File: src/rtl/multiplier_pipe_if.sv
// multiplier_pipe_if: operand/result handshake bundle for multiplier_pipe
// slave: the multiplier side (takes operands, returns y/ovf); master: its environment
interface multiplier_pipe_if #(parameter int BIT_SZ = 16);
  logic              in_valid;
  logic              in_ready;
  logic [BIT_SZ-1:0] a;
  logic [BIT_SZ-1:0] b;
  logic [1:0]        mode;
  logic              out_valid;
  logic              out_ready;
  logic [BIT_SZ-1:0] y;
  logic              ovf;
  modport slave (input in_valid, a, b, mode, out_ready, output in_ready, out_valid, y, ovf);
  modport master (output in_valid, a, b, mode, out_ready, input in_ready, out_valid, y, ovf);
endinterface

File: src/rtl/multiplier_pipe.sv
// multiplier_pipe: STAGES-deep pipelined multiplier with wrap/high/saturate result select
// clk, rst_l (sync, active low); bus: in_valid/in_ready/a/b/mode in, out_valid/out_ready/y/ovf out
module multiplier_pipe #(
  parameter int BIT_SZ = 16,
  parameter int STAGES = 2,
  parameter int SIGNED = 0
) (
  input logic            clk,
  input logic            rst_l,
  multiplier_pipe_if.slave bus
);
  localparam int W = 2 * BIT_SZ;
  logic              adv;
  logic              ea;
  logic              eb;
  logic [W-1:0]      prod;
  logic [W-1:0]      pf;
  logic [1:0]        mf;
  logic              vf;
  logic              fits;
  logic [BIT_SZ-1:0] hi;
  logic [BIT_SZ-1:0] lo;
  logic [BIT_SZ-1:0] sat;
  logic [BIT_SZ-1:0] y_c;
  logic              ovf_c;
  // one global stall: the whole pipe moves only when the output slot can change
  assign adv = bus.out_ready | ~bus.out_valid;
  assign bus.in_ready = adv;
  // sign-extend (or zero-extend) to 2B bits; the low 2B bits of the product are then exact
  assign ea = (SIGNED != 0) & bus.a[BIT_SZ-1];
  assign eb = (SIGNED != 0) & bus.b[BIT_SZ-1];
  assign prod = {{BIT_SZ{ea}}, bus.a} * {{BIT_SZ{eb}}, bus.b};
  generate
    if (STAGES == 1) begin : g_one
      assign pf = prod;
      assign mf = bus.mode;
      assign vf = bus.in_valid;
    end else begin : g_pipe
      logic [STAGES-2:0] v;
      logic [W-1:0]      p [STAGES-1];
      logic [1:0]        m [STAGES-1];
      always_ff @(posedge clk) begin
        if (!rst_l) v <= '0;
        else if (adv) begin
          v[0] <= bus.in_valid;
          p[0] <= prod;
          m[0] <= bus.mode;
          for (int i = 1; i < STAGES - 1; i++) begin
            v[i] <= v[i-1];
            p[i] <= p[i-1];
            m[i] <= m[i-1];
          end
        end
      end
      assign vf = v[STAGES-2];
      assign pf = p[STAGES-2];
      assign mf = m[STAGES-2];
    end
  endgenerate
  assign hi = pf[W-1:BIT_SZ];
  assign lo = pf[BIT_SZ-1:0];
  // signed fits when the top B+1 bits are all copies of the sign
  assign fits = (SIGNED != 0) ? (&pf[W-1:BIT_SZ-1] | ~|pf[W-1:BIT_SZ-1]) : ~|hi;
  assign sat = (SIGNED != 0) ? {pf[W-1], {(BIT_SZ-1){~pf[W-1]}}} : '1;
  assign y_c = (mf == 2'b01) ? hi : (mf == 2'b10 && !fits) ? sat : lo;
  assign ovf_c = (mf != 2'b01) && !fits;
  always_ff @(posedge clk) begin
    if (!rst_l) begin
      bus.out_valid <= 1'b0;
      bus.y <= '0;
      bus.ovf <= 1'b0;
    end else if (adv) begin
      bus.out_valid <= vf;
      bus.y <= y_c;
      bus.ovf <= ovf_c;
    end
  end
endmodule
File: src/flat_wrapper.sv
// flat-port wrapper written by rule: the top's interface ports become plain ports
module multiplier_pipe_flat 
#(
  parameter int BIT_SZ = 16,
  parameter int STAGES = 2,
  parameter int SIGNED = 0
)
  (clk, rst_l, bus_in_valid, bus_a, bus_b, bus_mode, bus_out_ready, bus_in_ready, bus_out_valid, bus_y, bus_ovf);
  multiplier_pipe_if #(.BIT_SZ(BIT_SZ)) bus_i ();
  input logic clk;
  input logic rst_l;
  input wire logic [$bits(bus_i.in_valid)-1:0] bus_in_valid;
  input wire logic [$bits(bus_i.a)-1:0] bus_a;
  input wire logic [$bits(bus_i.b)-1:0] bus_b;
  input wire logic [$bits(bus_i.mode)-1:0] bus_mode;
  input wire logic [$bits(bus_i.out_ready)-1:0] bus_out_ready;
  output wire logic [$bits(bus_i.in_ready)-1:0] bus_in_ready;
  output wire logic [$bits(bus_i.out_valid)-1:0] bus_out_valid;
  output wire logic [$bits(bus_i.y)-1:0] bus_y;
  output wire logic [$bits(bus_i.ovf)-1:0] bus_ovf;
  assign bus_i.in_valid = bus_in_valid;
  assign bus_i.a = bus_a;
  assign bus_i.b = bus_b;
  assign bus_i.mode = bus_mode;
  assign bus_i.out_ready = bus_out_ready;
  assign bus_in_ready = bus_i.in_ready;
  assign bus_out_valid = bus_i.out_valid;
  assign bus_y = bus_i.y;
  assign bus_ovf = bus_i.ovf;
  multiplier_pipe #(.BIT_SZ(BIT_SZ), .STAGES(STAGES), .SIGNED(SIGNED)) u_core (.clk(clk), .rst_l(rst_l), .bus(bus_i));
endmodule
File: config.mk
export PLATFORM = sky130hd
export DESIGN_NAME = multiplier_pipe_flat
export DESIGN_NICKNAME = d
export VERILOG_FILES = /design/src/rtl/multiplier_pipe_if.sv /design/src/rtl/multiplier_pipe.sv /design/src/flat_wrapper.sv
export SDC_FILE = /design/constraint.sdc
export NUM_CORES = 1
export LEC_CHECK = 0
export ABC_AREA = 1
export CORE_UTILIZATION = 64
export DETAILED_ROUTE_END_ITERATION = 7
export GPL_TIMING_DRIVEN = 0
export PLACE_DENSITY = 0.92
export SLEW_MARGIN = 40
export SYNTH_ARGS = -nofsm -noshare
export SYNTH_HDL_FRONTEND = slang
export SYNTH_SLANG_ARGS = --single-unit
File: constraint.sdc
create_clock -name clk -period 8.9 [get_ports clk]
set_clock_uncertainty 0.15 [all_clocks]
set_input_delay 2.225 -clock clk [delete_from_list [all_inputs] [get_ports clk]]
set_output_delay 2.225 -clock clk [all_outputs]
set_load 0.02 [all_outputs]
Word-level counts from Yosys, hierarchy flattened

Memory sizes are Yosys's and may differ from the RTL's.
Index checks and enable logic that the tools add are counted.

Mux-type cells: 5
Reduce and logical (&&, ||, !) cells: 3
Multiply operators: 1
Bitwise logic cells: 2
Equal/unequal tests: 3

Operator list:

| kind                 | number |
|---|---|
| $mul A16 B16 Y32     | 1 |
| $mux W16             | 2 |
| $reduce_or A16 Y1    | 1 |
| $mux W1              | 3 |
| $eq A2 B1 Y1 const B | 1 |
| $eq A2 B2 Y1 const B | 1 |
| $logic_and A1 B1 Y1  | 2 |
| $ne A2 B1 Y1 const B | 1 |
| $not A1 Y1           | 1 |
| $or A1 B1 Y1         | 1 |

RAM bits: 34
Register bits after elaboration: 19
Input port bits: 38
Logic and storage cells: 20
Memories: 2

Memories:

| memory          | words | width | read ports | clocked after memory_dff | write ports | RTL line              | RTL |
|---|---|---|---|---|---|---|---|
| u_core.g_pipe.p | 1     | 32    | 1          | 0                        | 1           | multiplier_pipe.sv:40 | `logic [W-1:0] p [STAGES-1];` |
| u_core.g_pipe.m | 1     | 2     | 1          | 0                        | 1           | multiplier_pipe.sv:41 | `logic [1:0] m [STAGES-1];` |

Longest topological paths before layout

Gate-level depths: netlist of the first run.

Depth after elaboration: 5
Mapped depth: 25

Least setup slack after synthesis of the first run

No wires, ideal clock.

Path kind: input-to-reg
From: in bus_b[7]
To: mem u_core.g_pipe.p[0][28] (netlist bit), data pin
Setup time: 252 ps
Slack: 1530 ps
Arrival: 6968 ps
Required time: 8498 ps
Stages: 25
Cells stage by stage: clkbuf_1 clkbuf_1 nand2_1 fa_1 inv_1 fa_1 inv_1 fa_1 inv_1 fa_1 fa_1 inv_1 fa_1 inv_1 ha_1 nand2_1 inv_1 nand2_1 nand2_1 nand2_1 nand2_1 a21oi_1 nand2_1 nand2_1 nand2_1

Longest elaborated chain between the ends: 1

RTL lines:

| what                | RTL line              | RTL |
|---|---|---|
| from (decl)         | flat_wrapper.sv:14    | `input wire logic [$bits(bus_i.b)-1:0] bus_b;` |
| $mul A16 B16 Y32    | multiplier_pipe.sv:32 | `assign prod = {{BIT_SZ{ea}}, bus.a} * {{BIT_SZ{eb}}, bus.b};` |
| via u_core.prod[28] | multiplier_pipe.sv:16 | `logic [W-1:0] prod;` |
| to (decl)           | multiplier_pipe.sv:40 |  |

The timed path passes the listed nets, and every way through them passes these cells.

Worst setup path after layout of the first run

From: in bus_a[7]
To: mem u_core.g_pipe.p[0][31] (netlist bit), data pin

Longest elaborated chain between the ends: 1

RTL lines:

| what                | RTL line              | RTL |
|---|---|---|
| from (decl)         | flat_wrapper.sv:13    | `input wire logic [$bits(bus_i.a)-1:0] bus_a;` |
| $mul A16 B16 Y32    | multiplier_pipe.sv:32 |  |
| via u_core.prod[31] | multiplier_pipe.sv:16 |  |

The timed path passes the listed nets, and every way through them passes these cells.

==> reports/qor.yml, run 1 <==
die:
  core_um2: 17400
  die_x_um: 135
  fp.dieH_um: 135
  ios: 57
  rows: 48
  start_util_pct: 65.7
  die-area_um2: 18400
clock_network:
  post_cts_buffers: 0
  clk_path_buf_depth: 2
  clk_pin_slew_ns: 0.07
  cts_hold_buf: 0
  cts-root-buf: "clkbuf_16"
  clock-sinks: 53
  cts_resized: 0
  tritoncts.num_buffers: 5
  cts_max_level: 2
  clk_latency_ns: 0.29
  tritoncts: "yes"
global_route:
  grt_pass1_vias: 10100
  grt_pass1_wl_mm: 47.3
  grt_usage_pct: 33.7
  antenna_found_initial: 0
  grt_max_degree: 24
  grt_overflow: 0
route:
  first_pass_iters: 6
  viasPerCell: 5.30
  drt-initial-drc-count: 791
  drc: 0
  wl_per_cell_um: 15.6
  ant_nets: 0
  routed_wl_mm: 28.5
  num_vias: 9651
sta:
  clock.fmax_mhz: 122
  min_period_over_period_pct: 92.1
  period_needed_ns: 8.20
  slew_violations: 0
  tightest_slew_ns: 0.754
  maxSlewHeadroom_pct: 49.7
  setup_viol: 0
  final.setup.tns_ns: 0
  hold_viol_final: 0
  rsz0062_at_grt: "false"
cells_and_area:
  layout-drive-gt1-share_pct: 1.50
  post-route-util_pct: 69.7
  nNetsFinal: 1932
  syn_to_final_growth_pct: 6.12
  antennaDiodeCount: 0
  fin_cells: 1822
job:
  max-cap-violations: 0
logic_synthesis:
  synth_fp_nets: 1900
  yosysUniqueCellTypes: 25
  synth_area_per_cell_um2: 7.29
  netlist_instances: 1564
  synth_seq_area_share_pct: 12.3
  ys_ff_latch: 53
  ys_warn_count: 0
  syn-cell-area_um2: 11400
place:
  numPortBuffers: 24
  hpwl_mm: 23.8
  gp_congestion: 0.975
  dp.cells: 1814
worst_setup_path:
  r2r_cells: 9
  required_ns: 8.79
  critical_path.max_stage_delay_ns: 0.61
  start_kind: "input port"
  cpMostUsedCell: "fa_1"
  end_kind: "register"
  slowest_stage: "clkbuf_1"
  worstSetupPathType: "input port to register"
  crit_fanout: 10
  r2r_slack_ns: 7.07
  path_cells: "clkbuf_1 > clkbuf_1 > nand2_1 > fa_1 > inv_1 > fa_1 > inv_1 > fa_1 > inv_1 > fa_1 > fa_1 > inv_1 > fa_1 > inv_1 > ha_1 > nand2_1 > nor2_1 > nand3_1 > nand3_2 > nand2_1 > nand3_1 > nand2_1"
  cp.arrival_ns: 8.09
worst_hold_path:
  hold_class: "register to register"
  hold_path_depth: 2
run_status:
  status: "completed"
## placed cells by master, fill, tap and decap left out
| master | Yosys | routed |
|---|---|---|
| clkbuf_16 | 0 | 5 |
| nor2_4 | 0 | 1 |
| nand3b_1 | 2 | 2 |
| nor2_1 | 59 | 58 |
| inv_4 | 0 | 2 |
| and2_1 | 1 | 1 |
| inv_2 | 1 | 1 |
| nand2_2 | 1 | 1 |
| a21o_1 | 1 | 1 |
| nand3_1 | 29 | 29 |
| inv_1 | 454 | 454 |
| xor2_1 | 15 | 15 |
| nand3_2 | 4 | 4 |
| clkdlybuf4s50_1 | 0 | 24 |
| nand4_1 | 8 | 8 |
| dfxtp_1 | 19 | 19 |
| nor3_2 | 1 | 1 |
| clkbuf_1 | 65 | 66 |
| nor2_2 | 3 | 3 |
| o21bai_1 | 1 | 1 |
| a21oi_1 | 34 | 34 |
| buf_2 | 3 | 3 |
| buf_16 | 0 | 1 |
| nand2_1 | 525 | 525 |
| buf_4 | 2 | 2 |
| ha_1 | 104 | 104 |
| edfxtp_1 | 34 | 34 |
| a22o_1 | 1 | 1 |
| fa_1 | 194 | 194 |
| xnor2_1 | 3 | 3 |
## area by class of cell
type | instances | area [µm²]
inverter | 455 | 1710
clock inverter | 2 | 12.5
buffer | 70 | 274
sequential | 53 | 1400
fill | 1361 | 5260
tap | 225 | 282
multi-input combinational | 986 | 8030
timing repair buffer | 25 | 268
clock buffer | 6 | 129
## registers in the layout, indices dropped and copies added, names as in the netlist
signal,flops
u_core.bus.out_valid,1
u_core.bus.ovf,1
u_core.bus.y,16
u_core.g_pipe.m,2
u_core.g_pipe.p,32
u_core.g_pipe.v,1
## cell families after synthesis
| kind of cell | Yosys count | share of synthesized area, % |
|---|---|---|
| XOR/XNOR | 18 | 1.38 |
| AO/OA/AOI/OAI | 37 | 1.70 |
| adder cells (fa/ha/maj) | 298 | 45.5 |
| flip-flops | 53 | 12.3 |
| buffers and inverters | 525 | 17.4 |
| AND/OR/NAND/NOR | 633 | 21.8 |
## stage by stage
step	setup slack [ns]	instance area, µm²	hold slack, ns
after detailed placement	0.523	12000	0.292
after floorplan	1.53	11400	0.269
after CTS	0.822	12100	0.306
final	0.705	12100	0.306
after global routing	0.480	12100	0.319
after global placement	0.587	11900	0.280
## synthesized netlist by cell type
| cell | instances | area share (%) |
|---|---|---|
| nand3b_1 | 2 | 0.13 |
| xnor2_1 | 3 | 0.23 |
| nand2_1 | 525 | 17 |
| nand4_1 | 8 | 0.44 |
| o21bai_1 | 1 | 0.066 |
| nor2_2 | 3 | 0.16 |
| a21oi_1 | 34 | 1.5 |
| nand3_2 | 4 | 0.35 |
| buf_2 | 3 | 0.13 |
| xor2_1 | 15 | 1.2 |
| edfxtp_1 | 34 | 9.0 |
| nand2_2 | 1 | 0.055 |
| ha_1 | 104 | 11 |
| inv_1 | 454 | 15 |
| nor3_2 | 1 | 0.088 |
| nand3_1 | 29 | 1.3 |
| fa_1 | 194 | 34 |
| inv_2 | 1 | 0.033 |
| dfxtp_1 | 19 | 3.3 |
| nor2_1 | 59 | 1.9 |
| clkbuf_1 | 65 | 2.1 |
| a21o_1 | 1 | 0.066 |
| buf_4 | 2 | 0.13 |
| a22o_1 | 1 | 0.077 |
| and2_1 | 1 | 0.055 |
## critical path, delay by kind of cell
kind / cells / cell delay, ns
fa+ha+maj: 7 / 3.45
buf+inv: 7 / 1.28
simple gates: 8 / 1.12
## metal layers
layer  track usage (%)  vias up  share of wire [%]
met5                 0        -                  0
li1                  -     4480                  -
met2              56.7      470                 47
met1              43.3     4593                 39
met3              5.01      108                9.0
met4              14.8        0                4.5
## path summary, 6_finish.rpt
| check | from | end |
|---|---|---|
| hold reg to reg | u_core.bus.y[10] | u_core.bus.y[10] |
| hold / removal | u_core.bus.y[10] | u_core.bus.y[10] |
| setup / recovery | bus_a[7] | u_core.g_pipe.p[0][31] |
| setup reg to reg | u_core.g_pipe.p[0][24] | u_core.bus.y[13] |
Power of run 1 is left out: the tool's default activity adds up to more than one toggle a clock period on the data nets, which glitch-free logic cannot reach.
==> run 2: changes to the inputs <==
- CORE_ASPECT_RATIO: not set -> 0.75
==> reports/qor.yml, run 2 (same netlist as run 1, synthesis figures left out) <==
place:
  hpwl_mm: 24.4  # +2.6%
  gp_congestion: 1.02  # +4.9%
  dp_slack_ns: 0.548  # +0.0252 ns
  dp.cells: 1825  # +0.61%
  numPortBuffers: 24  # unchanged
worst_hold_path:
  hold_class: "register to register"
sta:
  final.setup.tns_ns: 0  # unchanged
  slew_violations: 0  # unchanged
  setup_slack_ns: 0.655  # -0.0504 ns
  rsz0062_at_grt: "false"
  min_period_over_period_pct: 92.6  # +0.57 points
  period_needed_ns: 8.25  # +0.0504 ns
  setup_viol: 0  # unchanged
  clock.fmax_mhz: 121  # -0.61%
  tightest_slew_ns: 0.789  # +0.0356 ns
  hold_viol_final: 0  # unchanged
  hold_ws_ns: 0.301  # -0.00466 ns
  maxSlewHeadroom_pct: 47.4  # -2.4 points
route:
  viasPerCell: 5.30  # about the same
  wl_per_cell_um: 15.9  # +1.7%
  drc: 0  # unchanged
  drt-initial-drc-count: 1035  # +31%
  routed_wl_mm: 29.1  # +2.3%
  ant_nets: 0  # unchanged
  num_vias: 9709  # +0.60%
  first_pass_iters: 6  # unchanged
cells_and_area:
  seq_area_um2: 1400  # unchanged
  syn_to_final_growth_pct: 6.21  # about the same
  fin_cells: 1833  # +0.60%
  fillers: 1352  # -0.66%
  largest-register: "u_core.g_pipe.p"
  layout_common_cells: "nand2_1, inv_1, fa_1, ha_1, clkbuf_1"
  nNetsFinal: 1932  # unchanged
  layout_commonest_cell: "nand2_1"
  reg_top3: "u_core.g_pipe.p: 32 flops, u_core.bus.y: 16 flops, u_core.g_pipe.m: 2 flops"
  largest_reg_flops: 32  # unchanged
  antennaDiodeCount: 0  # unchanged
  multiInputGateArea_um2: 8030  # unchanged
  layout-drive-gt1-share_pct: 1.44  # -0.063 points
clock_network:
  tritoncts.num_buffers: 5  # unchanged
  cts_resized: 0  # unchanged
  tritoncts: "yes"
  clock-sinks: 53  # unchanged
  post_cts_buffers: 0  # unchanged
  clk_pin_slew_ns: 0.06  # about the same
  cts_max_level: 2  # unchanged
  cts-root-buf: "clkbuf_16"
  cts_hold_buf: 0  # unchanged
  clk_latency_ns: 0.29  # about the same
  clk_path_buf_depth: 2  # unchanged
global_route:
  grt_max_degree: 22  # -8.3%
  grt_overflow: 0  # unchanged
  antenna_found_initial: 0  # unchanged
  grt_pass1_wl_mm: 48.7  # +2.9%
  grt_pass1_vias: 10100  # +0.16%
  grt_usage_pct: 34.4  # +0.75 points
worst_setup_path:
  critical_path.max_stage_delay_ns: 0.66  # +0.05 ns
  cpMostUsedCell: "fa_1"
  crit_fanout: 10  # unchanged
  end_kind: "register"
  start_kind: "input port"
  cp.arrival_ns: 8.14  # +0.05 ns
  r2r_slack_ns: 6.90  # -0.17 ns
  slowest_stage: "clkbuf_1"
  path_cells: "clkbuf_1 > clkbuf_1 > nand2_1 > fa_1 > fa_1 > fa_1 > fa_1 > inv_1 > fa_1 > inv_1 > fa_1 > inv_1 > ha_1 > nand2_1 > nor2_1 > nand3_1 > nand3_2 > nand2_1 > nand3_1 > nand2_1"
  required_ns: 8.79  # about the same
  worstSetupPathType: "input port to register"
die:
  die-area_um2: 18400  # about the same
  ios: 57  # unchanged
  start_util_pct: 66.6  # +0.85 points
  fp.dieH_um: 118  # -13%
  core_um2: 17100  # -1.3%
  die_x_um: 156  # +15%
  rows: 41  # -15%
job:
  max-cap-violations: 0  # unchanged
run_status:
  status: "completed"
run 2: cell types whose count changed in the layout (fill, tap and decap cells not counted):
cell,change
clkbuf_1,+1
clkinv_2,+1
inv_4,-2
run 2: path summary, 6_finish.rpt:
kind	from	to	cells past startpoint
setup / recovery	bus_a[9]	u_core.g_pipe.p[0][29]	20
hold / removal	u_core.g_pipe.v	u_core.g_pipe.v	2
setup reg to reg	u_core.bus.out_valid	u_core.bus.y[9]	9
hold reg to reg	u_core.g_pipe.v	u_core.g_pipe.v	2
run 2: layer usage:
layer / GRT usage (%) / up-vias / part of all wire [%]
met5: 0 / - / 0
met4: 8.39 / 0 / 2.2
met3: 10.3 / 66 / 13
met2: 54.2 / 541 / 44
met1: 46.6 / 4618 / 40
li1: - / 4484 / -
run 2: final cells by class:
class / count / area share, %
Clock inverter: 1 / 0.0413
Tap cell: 236 / 2.44
Inverter: 455 / 14.1
Multi-Input combinational cell: 986 / 66.3
Sequential cell: 53 / 11.6
Clock buffer: 7 / 1.10
Timing Repair Buffer: 25 / 2.21
Buffer: 70 / 2.26
run 2: per-stage QoR:
stage               instance area [µm²]  util, %
detailed placement                12000     69.9
floorplan                         11400        -
finish                            12100     70.7
global route                      12100     70.7
CTS                               12100     70.7
global placement                  11900     69.7
run 2: critical path, delay by kind of cell:
family	cells	cell delay, ns
fa+ha+maj	7	3.45
simple gates	8	1.23
buf+inv	5	1.20
Power of run 2 is left out for the same reason.
==> run 3: changes to the inputs <==
- CORE_UTILIZATION: 64 -> 51
- PLACE_DENSITY: 0.92 -> 0.77
==> reports/qor.yml, run 3 (same netlist as run 1, synthesis figures left out) <==
cells_and_area:
  nNetsFinal: 1932  # unchanged
  largest-register: "u_core.g_pipe.p"
  seq_area_um2: 1400  # unchanged
  layout-drive-gt1-share_pct: 1.44  # unchanged
  largest_reg_flops: 32  # unchanged
  multiInputGateArea_um2: 8030  # unchanged
  layout_commonest_cell: "nand2_1"
  reg_top3: "u_core.g_pipe.p: 32 flops, u_core.bus.y: 16 flops, u_core.g_pipe.m: 2 flops"
  fillers: 2073  # +53%
  syn_to_final_growth_pct: 6.67
  antennaDiodeCount: 0  # unchanged
  layout_common_cells: "nand2_1, inv_1, fa_1, ha_1, clkbuf_1"
  post-route-util_pct: 56.5  # -14 points
clock_network:
  cts-root-buf: "clkbuf_16"
  clk_pin_slew_ns: 0.06  # about the same
  clk_path_buf_depth: 2  # unchanged
  cts_max_level: 2  # unchanged
  post_cts_buffers: 0  # unchanged
  tritoncts.num_buffers: 5  # unchanged
  cts_hold_buf: 0  # unchanged
  clock-sinks: 53  # unchanged
  clk_latency_ns: 0.29  # about the same
  tritoncts: "yes"
  cts_resized: 0  # unchanged
sta:
  hold_viol_final: 0  # unchanged
  setup_viol: 0  # unchanged
  clock.fmax_mhz: 121  # +0.12%
  setup_slack_ns: 0.664  # +0.00979 ns
  maxSlewHeadroom_pct: 50.2  # +2.9 points
  rsz0062_at_grt: "false"
  hold_ws_ns: 0.298  # -0.00318 ns
  tightest_slew_ns: 0.746  # -0.0430 ns
  slew_violations: 0  # unchanged
  final.setup.tns_ns: 0  # unchanged
  min_period_over_period_pct: 92.5  # -0.11 points
  period_needed_ns: 8.24  # -0.00979 ns
global_route:
  grt_pass1_vias: 9592  # -4.8%
  antenna_found_initial: 0  # unchanged
  grt_pass1_wl_mm: 47.8  # -1.7%
  grt_overflow: 0  # unchanged
  grt_max_degree: 21  # -4.5%
  grt_usage_pct: 26.7  # -7.8 points
die:
  die_x_um: 175  # +12%
  start_util_pct: 53.0  # -14 points
  ios: 57  # unchanged
  die-area_um2: 23000  # +25%
  rows: 46  # +12%
  fp.dieH_um: 132  # +12%
  core_um2: 21500  # +26%
route:
  drt-initial-drc-count: 749  # -28%
  viasPerCell: 5.02  # -5.3%
  num_vias: 9460  # -2.6%
  drc: 0  # unchanged
  first_pass_iters: 5  # -1
  routed_wl_mm: 28.8  # -0.91%
  wl_per_cell_um: 15.3  # -3.6%
  ant_nets: 0  # unchanged
worst_setup_path:
  cp.arrival_ns: 8.13  # about the same
  r2r_start: "u_core.bus.out_valid"
  cpMostUsedCell: "fa_1"
  end_kind: "register"
  required_ns: 8.80  # about the same
  slowest_stage: "clkbuf_1"
  critical_path.max_stage_delay_ns: 0.59  # -0.07 ns
  start_kind: "input port"
  path_cells: "clkbuf_1 > clkbuf_1 > nand2_1 > fa_1 > inv_1 > fa_1 > inv_1 > fa_1 > inv_1 > fa_1 > fa_1 > inv_1 > fa_1 > inv_1 > ha_1 > nand2_1 > nor2_1 > nand3_1 > nand3_2 > nand2_1 > nand3_1 > nand2_1"
  r2r_cells: 8  # -1
  r2r_end: "u_core.bus.y[9]"
  worstSetupPathType: "input port to register"
  r2r_slack_ns: 7.07  # +0.17 ns
  crit_fanout: 10  # unchanged
worst_hold_path:
  hp-start: "u_core.g_pipe.v"
  hold_path_end: "u_core.g_pipe.v"
  hold_class: "register to register"
  hold_path_depth: 2  # unchanged
place:
  hpwl_mm: 24.8  # +1.6%
  numPortBuffers: 24  # unchanged
  gp_congestion: 0.984  # -3.8%
  dp_slack_ns: 0.520  # -0.0283 ns
run_status:
  status: "completed"
job:
  max-cap-violations: 0  # unchanged
-- run 3: cell count changes in the layout (fill, tap and decap cells not counted) --
cell,before,now
buf_8,0,1
buf_16,1,0
-- run 3: worst max-delay path by stage --
stage,slack (ns),endpoint,start,cells after the start
after detailed placement,0.52,u_core.g_pipe.p[0][29],bus_a[10],20
after floorplan,1.53,u_core.g_pipe.p[0][28],bus_b[7],25
after global routing,0.42,u_core.g_pipe.p[0][29],bus_a[9],20
final,0.66,u_core.g_pipe.p[0][31],bus_a[5],22
after CTS,0.79,u_core.g_pipe.p[0][29],bus_a[9],20
after global placement,0.55,u_core.g_pipe.p[0][29],bus_a[10],20
-- run 3: cell type report --
class	instances	share of cell area, %
plain buffers	70	2.25
clock buffers	7	1.09
clock inverters	1	0.0411
inverters	455	14.0
multi-input cells	986	66.0
flip-flops and latches	53	11.5
well taps	288	2.96
repair buffers	25	2.10
-- run 3: layer usage --
layer  share of wire (%)  vias up  global-route usage [%]
met3                 9.3       42                    5.18
li1                    -     4484                       -
met1                  47     4565                    39.9
met2                  42      369                    40.2
met4                 1.8        0                    4.93
met5                   0        -                       0
-- run 3: stage by stage --
stage / std cells / area (µm²)
4_1_cts: 1885 / 12200
3_5_place_dp: 1877 / 12000
3_3_place_gp: 1876 / 12000
5_1_grt: 1885 / 12200
6_report: 1885 / 12200
2_1_floorplan: 1564 / 11400
-- run 3: worst max-delay path, delay by kind of cell --
family	cells	cell delay, ns
buf+inv	7	1.35
fa+ha+maj	7	3.35
simple gates	8	1.19
Power of run 3 is left out for the same reason.
